## config.mk

```make
export PLATFORM = sky130hd
export DESIGN_NAME = booth_arbiter
export DESIGN_NICKNAME = d
export VERILOG_FILES = /design/src/rtl/booth_arbiter.sv
export SDC_FILE = /design/constraint.sdc
export NUM_CORES = 1
export LEC_CHECK = 0
export ABC_CLOCK_PERIOD_IN_PS = 3300
export BUFFER_PORTS_ARGS = -buffer_cell sky130_fd_sc_hd__buf_4
export CORE_AREA = 4 4 73 75
export DETAILED_ROUTE_END_ITERATION = 6
export DIE_AREA = 0 0 77 79
export MAX_ROUTING_LAYER = met4
export PLACE_DENSITY = 0.82
export SYNTH_ARGS = -nofsm -noshare
export SYNTH_HDL_FRONTEND = slang
export SYNTH_SLANG_ARGS = --single-unit
```

## constraint.sdc

```tcl
create_clock -name clk -period 3.3 [get_ports clk]
set_input_delay 0.825 -clock clk [delete_from_list [all_inputs] [get_ports clk]]
set_output_delay 0.825 -clock clk [all_outputs]
set_load 0.1 [all_outputs]
```

## src/rtl/booth_arbiter.sv

```systemverilog
// booth_arbiter: shares one vote-tally datapath among N_BOOTH voting booths.
// Runs the poll session (IDLE -> OPEN -> CLOSING -> CLOSED), arbitrates booth
// requests round-robin in two-cycle slots, and answers each booth with ack/nack.
//
// Ports:
//   clk, rst_n          clock (rising edge), asynchronous active-low reset
//   open_poll           admin pulse: open voting (honoured in IDLE only)
//   close_poll          admin pulse: close voting (honoured in OPEN only)
//   booth_req           per-booth request, held until ack/nack
//   booth_choice        booth i choice at [2i+1:2i]: 01=A 10=B 11=C 00=invalid
//   booth_ack/nack      one-cycle per-booth accept/reject pulses
//   tally_enable        high in OPEN and CLOSING
//   tally_admin         high in CLOSED
//   vote_A/B/C          one-cycle one-hot vote pulses to the tally
//   votes_total         saturating count of accepted votes
//   poll_state          00 IDLE, 01 OPEN, 10 CLOSING, 11 CLOSED
module booth_arbiter #(
    parameter int unsigned N_BOOTH  = 4,
    parameter int unsigned COOLDOWN = 4
) (
    input  logic                   clk,
    input  logic                   rst_n,
    input  logic                   open_poll,
    input  logic                   close_poll,
    input  logic [N_BOOTH-1:0]     booth_req,
    input  logic [2*N_BOOTH-1:0]   booth_choice,
    output logic [N_BOOTH-1:0]     booth_ack,
    output logic [N_BOOTH-1:0]     booth_nack,
    output logic                   tally_enable,
    output logic                   tally_admin,
    output logic                   vote_A,
    output logic                   vote_B,
    output logic                   vote_C,
    output logic [15:0]            votes_total,
    output logic [1:0]             poll_state
);

    localparam logic [1:0] ST_IDLE    = 2'b00;
    localparam logic [1:0] ST_OPEN    = 2'b01;
    localparam logic [1:0] ST_CLOSING = 2'b10;
    localparam logic [1:0] ST_CLOSED  = 2'b11;

    localparam int unsigned IdxW   = (N_BOOTH > 1) ? $clog2(N_BOOTH) : 1;
    localparam logic [3:0]  CdLoad = 4'(COOLDOWN);

    logic [1:0]          state_q, state_d;
    logic                tally_enable_q, tally_admin_q;
    logic [IdxW-1:0]     start_q, start_d;      // first booth examined by the next search
    logic                busy_q;                // a grant was made last cycle
    logic [N_BOOTH-1:0]  ack_q, ack_d;
    logic [N_BOOTH-1:0]  nack_q, nack_d;
    logic                vote_a_q, vote_a_d;
    logic                vote_b_q, vote_b_d;
    logic                vote_c_q, vote_c_d;
    logic [15:0]         total_q, total_d;
    logic [3:0]          cd_q [N_BOOTH];
    logic [3:0]          cd_d [N_BOOTH];

    logic [N_BOOTH-1:0]  eligible;
    logic                found;
    logic [IdxW-1:0]     gnt_idx;
    logic                grant;
    logic [1:0]          gnt_choice;
    int unsigned         scan_idx;

    // Session state machine
    always_comb begin
        state_d = state_q;
        case (state_q)
            ST_IDLE:    if (open_poll)  state_d = ST_OPEN;
            ST_OPEN:    if (close_poll) state_d = ST_CLOSING;
            ST_CLOSING: state_d = ST_CLOSED;
            ST_CLOSED:  state_d = ST_CLOSED;
        endcase
    end

    always_comb begin
        for (int unsigned i = 0; i < N_BOOTH; i++) begin
            eligible[i] = booth_req[i] && (cd_q[i] == 4'd0);
        end
    end

    // Round-robin search starting at start_q, wrapping at N_BOOTH
    always_comb begin
        found    = 1'b0;
        gnt_idx  = '0;
        scan_idx = 0;
        for (int unsigned k = 0; k < N_BOOTH; k++) begin
            scan_idx = 32'(start_q) + k;
            if (scan_idx >= N_BOOTH) begin
                scan_idx = scan_idx - N_BOOTH;
            end
            if (!found && eligible[scan_idx[IdxW-1:0]]) begin
                found   = 1'b1;
                gnt_idx = scan_idx[IdxW-1:0];
            end
        end
    end

    // busy_q blocks a grant in the ack/nack cycle, so vote pulses never abut
    assign grant      = (state_q == ST_OPEN) && !busy_q && found;
    assign gnt_choice = booth_choice[{gnt_idx, 1'b0} +: 2];

    always_comb begin
        ack_d    = '0;
        nack_d   = '0;
        vote_a_d = 1'b0;
        vote_b_d = 1'b0;
        vote_c_d = 1'b0;
        total_d  = total_q;
        start_d  = start_q;
        if (grant) begin
            start_d = (gnt_idx == IdxW'(N_BOOTH - 1)) ? '0 : gnt_idx + IdxW'(1);
            if (gnt_choice == 2'b00) begin
                nack_d[gnt_idx] = 1'b1;
            end else begin
                ack_d[gnt_idx] = 1'b1;
                vote_a_d = (gnt_choice == 2'b01);
                vote_b_d = (gnt_choice == 2'b10);
                vote_c_d = (gnt_choice == 2'b11);
                if (total_q != 16'hFFFF) begin
                    total_d = total_q + 16'd1;
                end
            end
        end
        // Once closing, every requester is refused once. A booth being answered
        // this cycle still holds req, so it is excluded until it drops.
        if ((state_q == ST_CLOSING) || (state_q == ST_CLOSED)) begin
            nack_d = booth_req & ~ack_q & ~nack_q;
        end
    end

    always_comb begin
        for (int unsigned i = 0; i < N_BOOTH; i++) begin
            if (grant && (gnt_idx == IdxW'(i))) begin
                cd_d[i] = CdLoad;
            end else if (cd_q[i] != 4'd0) begin
                cd_d[i] = cd_q[i] - 4'd1;
            end else begin
                cd_d[i] = 4'd0;
            end
        end
    end

    always_ff @(posedge clk or negedge rst_n) begin
        if (!rst_n) begin
            state_q        <= ST_IDLE;
            tally_enable_q <= 1'b0;
            tally_admin_q  <= 1'b0;
            start_q        <= '0;
            busy_q         <= 1'b0;
            ack_q          <= '0;
            nack_q         <= '0;
            vote_a_q       <= 1'b0;
            vote_b_q       <= 1'b0;
            vote_c_q       <= 1'b0;
            total_q        <= '0;
            for (int unsigned i = 0; i < N_BOOTH; i++) begin
                cd_q[i] <= '0;
            end
        end else begin
            state_q        <= state_d;
            tally_enable_q <= (state_d == ST_OPEN) || (state_d == ST_CLOSING);
            tally_admin_q  <= (state_d == ST_CLOSED);
            start_q        <= start_d;
            busy_q         <= grant;
            ack_q          <= ack_d;
            nack_q         <= nack_d;
            vote_a_q       <= vote_a_d;
            vote_b_q       <= vote_b_d;
            vote_c_q       <= vote_c_d;
            total_q        <= total_d;
            cd_q           <= cd_d;
        end
    end

    assign booth_ack    = ack_q;
    assign booth_nack   = nack_q;
    assign tally_enable = tally_enable_q;
    assign tally_admin  = tally_admin_q;
    assign vote_A       = vote_a_q;
    assign vote_B       = vote_b_q;
    assign vote_C       = vote_c_q;
    assign votes_total  = total_q;
    assign poll_state   = state_q;

endmodule

```

# --- Yosys cells after proc, flatten, opt, wreduce, memory -nomap -nowiden ---
# Cells that the tools add are included.
word_totals:
  inputBits: 16
  register_bits: 50
  word_cells: 135
  output_inout_bits: 31
op_classes:
  bitwise_logic: 5
  muxes: 45
  order_cmp: 10
  add_sub_neg: 13
  shifts: 1
  eq_ne: 13
  reduce_logical: 33
ops:
  columns: ["op", "n"]
  rows:
  - ["2-to-1 mux 4 bit", 13]
  - ["2-to-1 mux 2 bit", 11]
  - ["adder 16 x 1 -> 16 bit (second input constant)", 1]
  - ["equality test 2 bit (second input constant)", 8]
  - ["logical NOT 4 bit", 4]
  - ["inequality test 16 bit (second input constant)", 1]
  - ["nonzero test 4 bit", 4]
  - ["subtractor 4 x 1 -> 4 bit (second input constant)", 4]
  - ["< comparator 2 x 3 -> 1 bit (second input constant)", 5]
  - ["2-to-1 mux 1 bit", 15]
  - ["logical AND 1 bit", 14]
  - ["greater-or-equal comparator 3 bit (second input constant)", 3]
  - ["bitwise AND 4 bit", 2]
  - ["binary-select mux 1 bit (select 2 bit)", 4]
  - ["equality test 2 x 1 -> 1 bit (second input constant)", 4]
  - ["inverter 4 bit", 2]
  - ["variable part select 8 x 4 -> 2 bit", 1]
  - ["subtractor 2 x 1 -> 2 bit (second input constant)", 4]
  - ["adder 2 x 2 -> 3 bit (second input constant)", 2]
  - ["logical NOT 2 bit", 3]
  - ["case mux 2 bit (3 select lines)", 1]
  - ["logical NOT 1 bit", 4]
  - ["adder 2 x 1 -> 3 bit (second input constant)", 1]
  - ["greater-or-equal comparator 2 x 3 -> 1 bit (second input constant)", 1]
  - ["7 further kinds", 8]

# --- Depth between registers and ports, before layout ---
logic_depth:
  depth_word: 21
  mapped_depth: 9

# --- Least setup slack after synthesis ---
# No wires, ideal clock.
synth_path:
  path_type: "in2reg"
  from: "in booth_req[0]"
  to: "reg total_q[1], in the netlist votes_total[1]"
  path_slack_ps: 532
  path_stages: 7
  n_path_buf: 1
  setup_ps: 129
  t_arrival_ps: 2640
  path_cell_list: "and4bb_4 a21oi_1 o221ai_2 mux4_2 buf_6 o21ai_2 mux2_1"
synth_between:
  elab_chain_len: 17
  word_cells_on_any_way: 28
  classes_between: "shift: 1; mux: 16; bitwise: 1; reduce/logical: 10"
synth_lines:
  columns: ["item", "line_no", "rtl"]
  rows:
  - ["from (decl)", "25", "input logic [N_BOOTH-1:0] booth_req,"]
  - ["logical AND 1 bit (*)", "79", "eligible[i] = booth_req[i] && (cd_q[i] == 4'd0);"]
  - ["binary-select mux 1 bit (select 2 bit)", "93", "if (!found && eligible[scan_idx[IdxW-1:0]]) begin"]
  - ["2-to-1 mux 1 bit (not written as such)", "93", null]
  - ["2-to-1 mux 1 bit", "93", null]
  - ["logical NOT 1 bit", "93", null]
  - ["logical AND 1 bit", "93", null]
  - ["2-to-1 mux 1 bit", "93", null]
  - ["logical NOT 1 bit", "93", null]
  - ["logical AND 1 bit", "93", null]
  - ["2-to-1 mux 1 bit", "93", null]
  - ["logical NOT 1 bit", "93", null]
  - ["logical AND 1 bit", "93", null]
  - ["2-to-1 mux 2 bit", "93", null]
  - ["variable part select 8 x 4 -> 2 bit", "102", "assign gnt_choice = booth_choice[{gnt_idx, 1'b0} +: 2];"]
  - ["logical NOT 2 bit", "114", "if (gnt_choice == 2'b00) begin"]
  - ["inverter 1 bit (no source line)", null, null]
  - ["AND reduction 3 bit (no source line) (*)", null, null]
  - ["to (signal assigned)", "172", "total_q <= total_d;"]
  - ["to (decl)", "55", "logic [15:0] total_q, total_d;"]
# Mark *: on every way between the ends. The rest lies on a longest branch, timed or not. The select of a mux whose other input is x is not followed.
# A chain may end at the register's enable or synchronous reset.

# --- Final worst setup path ---
layout_path:
  from: "reg cd_q[12] (netlist bit)"
  to: "reg total_q[1], in the netlist votes_total[1]"
layout_between:
  elab_chain_len: 18
  word_cells_on_any_way: 29
  classes_between: "shift: 1; mux: 16; bitwise: 1; reduce/logical: 11"
layout_lines:
  columns: ["item", "line_no", "rtl"]
  rows:
  - ["from (decl)", "56", "logic [3:0] cd_q [N_BOOTH];"]
  - ["from (signal, indexed assignment)", "159", "cd_q[i] <= '0;"]
  - ["from (signal assigned)", "173", "cd_q <= cd_d;"]
  - ["logical NOT 4 bit (*)", "79", null]
  - ["logical AND 1 bit (*)", "79", null]
  - ["binary-select mux 1 bit (select 2 bit)", "93", null]
  - ["2-to-1 mux 1 bit (not written as such)", "93", null]
  - ["2-to-1 mux 1 bit", "93", null]
  - ["logical NOT 1 bit", "93", null]
  - ["logical AND 1 bit", "93", null]
  - ["2-to-1 mux 1 bit", "93", null]
  - ["(+2 left out)", null, null]
  - ["2-to-1 mux 1 bit", "93", null]
  - ["logical NOT 1 bit", "93", null]
  - ["logical AND 1 bit", "93", null]
  - ["2-to-1 mux 2 bit", "93", null]
  - ["variable part select 8 x 4 -> 2 bit", "102", null]
  - ["logical NOT 2 bit", "114", null]
  - ["inverter 1 bit (no source line)", null, null]
  - ["AND reduction 3 bit (no source line) (*)", null, null]
# Marked as above.

==> impl_results.md <==
* GRT Resource Usage Total at between 10% and 20%
* Post-Synthesis Net Count at approximately 280
* Final Cycle Share at around 87%
* Layout fillers at a little under 400
* Worst-case clock skew at 6.88 ps
* R2R Setup Slk at approximately 440 ps
* CTS tree: yes
* Slew @ Worst Pin at roughly 610 ps
* Mapped Cells at 245
* Sequential fraction of the synthesis area at slightly below 50%
* I/O Buffers at 46
* Register Area at approximately 1300 µm²
* Nets at between 300 and 400
* Slowest CP cell: mux4_2
* Clock sink total at 50
* CP bufs+invs at 1
* Status: finished, final reports clean
* RSZ-0062 raised after global routing: false
* Dominant cell type by area after synthesis: dfrtp_1
* DRT Wirelength at around 5300 µm
* Max-slew violation count at 0
* CP arrival at 3060 ps
* Synth-to-Final Area Change at 18.9%
* Post-route ant nets at 0
* Vias in the first global route at 2023
* Most used flip-flop cell after synthesis: dfrtp_1
* Final Util at around 65%
* Endpoint class of the critical path: flip-flop
* Multi-input logic area at between 1000 and 1500 µm²
* Initial antenna violation count at 0
* Power per cell area at 610 nW/µm²
* Synth top area cells: dfrtp_1 (49%), ha_1 (6.9%), xnor2_1 (5.2%)
* RePlAce Congestion at between 0.8 and 0.9
* H-tree depth at 2
* CP Data Required Time at about 3500 ps
* DIE AREA at slightly above 6000 µm²
* Residual DRC count at 0
* Hold depth at 1
* Top-area cell type share of the netlist area at between 40% and 50%
* Syn avg cell area at slightly above 10 µm²
* Ys Warns at 0
* # rows at 25
* FF+latch count, synth at 50
* Worst Hold End: cd_q[0]$_DFF_PN0_
* Fmax at 349 MHz
* TritonCTS Buffers at 5
* Async SR Flop Fraction at 100%
* Core footprint at around 4700 µm²
* Setup violators final at 0
* RR Endpoint: votes_total[1]$_DFFE_PN0P_
* Iteration count of the initial detailed-routing pass at 4
* Hold_sp: cd_q[0]$_DFF_PN0_
* Critical path, cell by cell: inv_1 -> ha_1 -> and4bb_4 -> a21oi_1 -> o221ai_2 -> mux4_2 -> o21ai_2 -> mux2_1
* Skew-Pair Late Insertion Delay at 310 ps
* Crit path launch type: flip-flop
* Max-cap violation count at 0
* Largest net degree at the start of global routing at 51
* Via count at between 1500 and 2000
* I/O pin cnt at 47
* Setup_tns at 0 ps
* Initial Util at 54.5%
* Drt initial violations at between 100 and 150
* Rel. slew slack at approximately three fifths
* RR Startpoint: cd_q[12]$_DFF_PN0_
* Via-per-instance ratio at about 5.6
* DIE HEIGHT at ~79 µm
* Clock Tree Root: clkbuf_8
* Final hold vios at 0
* Cell with the most instances after synthesis: dfrtp_1
* WS Path Type: reg -> reg
* Layout cells sized above 1 at between 20% and 30%
* Clock Path Buffers at 2
* Post-cts sizing count at 0
* Hold WC Path Type: reg -> reg
* R2r worst-path depth at 8
* Cell Area, Synth at approximately 2500 µm²
* Antenna Cells at 0
* Post-synth EDFFs at 0
* Post-synthesis cell type count at 43
* Die W at between 70 and 80 µm
* Max incr delay on CP at about 750 ps
* Cell family with most CP delay: multiplexers
* GRT overflow at 0
* Worst vdd ir at approximately 0.27 mV
* Reg clk slew, reported paths at around 90 ps
* P_leak at 1.41 nW
* Hold-fix buffers, CTS at 0
* First-pass GRT wire length at between 8000 and 9000 µm
* Tmin final at between 2000 and 3000 ps
* # Post-CTS Setup Buffers at 0
* Avg WL per Cell at between 15 and 20 µm
* Crit-path max FO at 20
* Commonest cells post-synth: dfrtp_1 (50), nor2_1 (21), nand2_1 (19), nor3_1 (19)
* Post-DP HPWL at about 3900 µm
## layout make-up
class                   instances  area share, %
flip-flops and latches         50           41.4
multi-input cells             174           39.6
repair buffers                 47           11.7
clock buffers                   6           2.74
well taps                      54           2.24
inverters                      15           1.86
clock inverters                 2          0.414
## power by group
part	internal [mW]	total, mW	switching [mW]
logic	0.282	0.666	0.384
registers	0.719	0.805	0.0861
clock network	0.169	0.370	0.201
total	1.17	1.84	0.671
## metrics by stage
| stage | hold WS [ps] | area, µm² | std cells | total power, mW | setup WS [ps] |
|---|---|---|---|---|---|
| floorplan | 426 | 2540 | 245 | 1.35 | 532 |
| global placement | 443 | 2920 | 340 | 1.45 | 301 |
| detailed placement | 452 | 2920 | 340 | 1.49 | 241 |
| CTS | 464 | 3020 | 348 | 1.86 | 422 |
| global route | 475 | 3020 | 348 | 1.99 | 256 |
| finish | 461 | 3020 | 348 | 1.84 | 436 |
## per-layer routing
layer	vias to the layer above	wire (µm)	share of wire [%]	GRT usage, %
li1	949	-	-	-
met1	944	2210	42	23.3
met2	57	2630	50	32.1
met3	11	315	6.0	4.08
met4	0	92	1.8	7.12
met5	-	0	0	-
## registers in the layout, summed over array words and instances (netlist names), 2 cells and up
| signal | flops |
|---|---|
| booth_nack | 4 |
| cd_q | 16 |
| votes_total | 16 |
| start_q | 2 |
| poll_state | 2 |
| booth_ack | 4 |
## worst max-delay path by stage
stage,from,endpoint,slack (ps),cells after the start
after floorplan,booth_req[0],votes_total[1]$_DFFE_PN0P_,530,7
after global placement,booth_req[0],votes_total[1]$_DFFE_PN0P_,300,7
after detailed placement,booth_req[0],votes_total[1]$_DFFE_PN0P_,240,7
after CTS,cd_q[12]$_DFF_PN0_,votes_total[1]$_DFFE_PN0P_,420,8
after global routing,cd_q[12]$_DFF_PN0_,votes_total[1]$_DFFE_PN0P_,260,8
final,cd_q[12]$_DFF_PN0_,votes_total[1]$_DFFE_PN0P_,440,8
## cell families after synthesis
group                      Yosys count  share of synthesized area, %
DFF                                 50                          49.3
buffers and inverters               21                          3.65
xor gates and xnor gates            15                          5.17
AOI/OAI and AO/OA                   35                          9.41
muxes                                6                          3.45
and+or+nand+nor                    104                          22.2
adders and majority gates           14                          6.90
## worst register-to-register path: stages (launching register included)
cell and delay (ps):
dfrtp_1 400, inv_1 90, ha_1 230, and4bb_4 290, a21oi_1 80, o221ai_2 330
mux4_2 750, o21ai_2 250, mux2_1 340
## layout by cell type (no fill, tap or decap), drive strengths merged, types with 5 or more instances in the layout
cell    netlist  final
nand2        19     19
or3           5      5
buf           4     47
dfrtp        50     50
nand2b        6      6
a21oi         8      8
o21ai        14     14
nor3         19     19
clkbuf        2      6
ha           14     14
nor2         21     21
xnor2        15     15
nand3        10     10
inv          15     15
(Power assumes the default switching activity.)
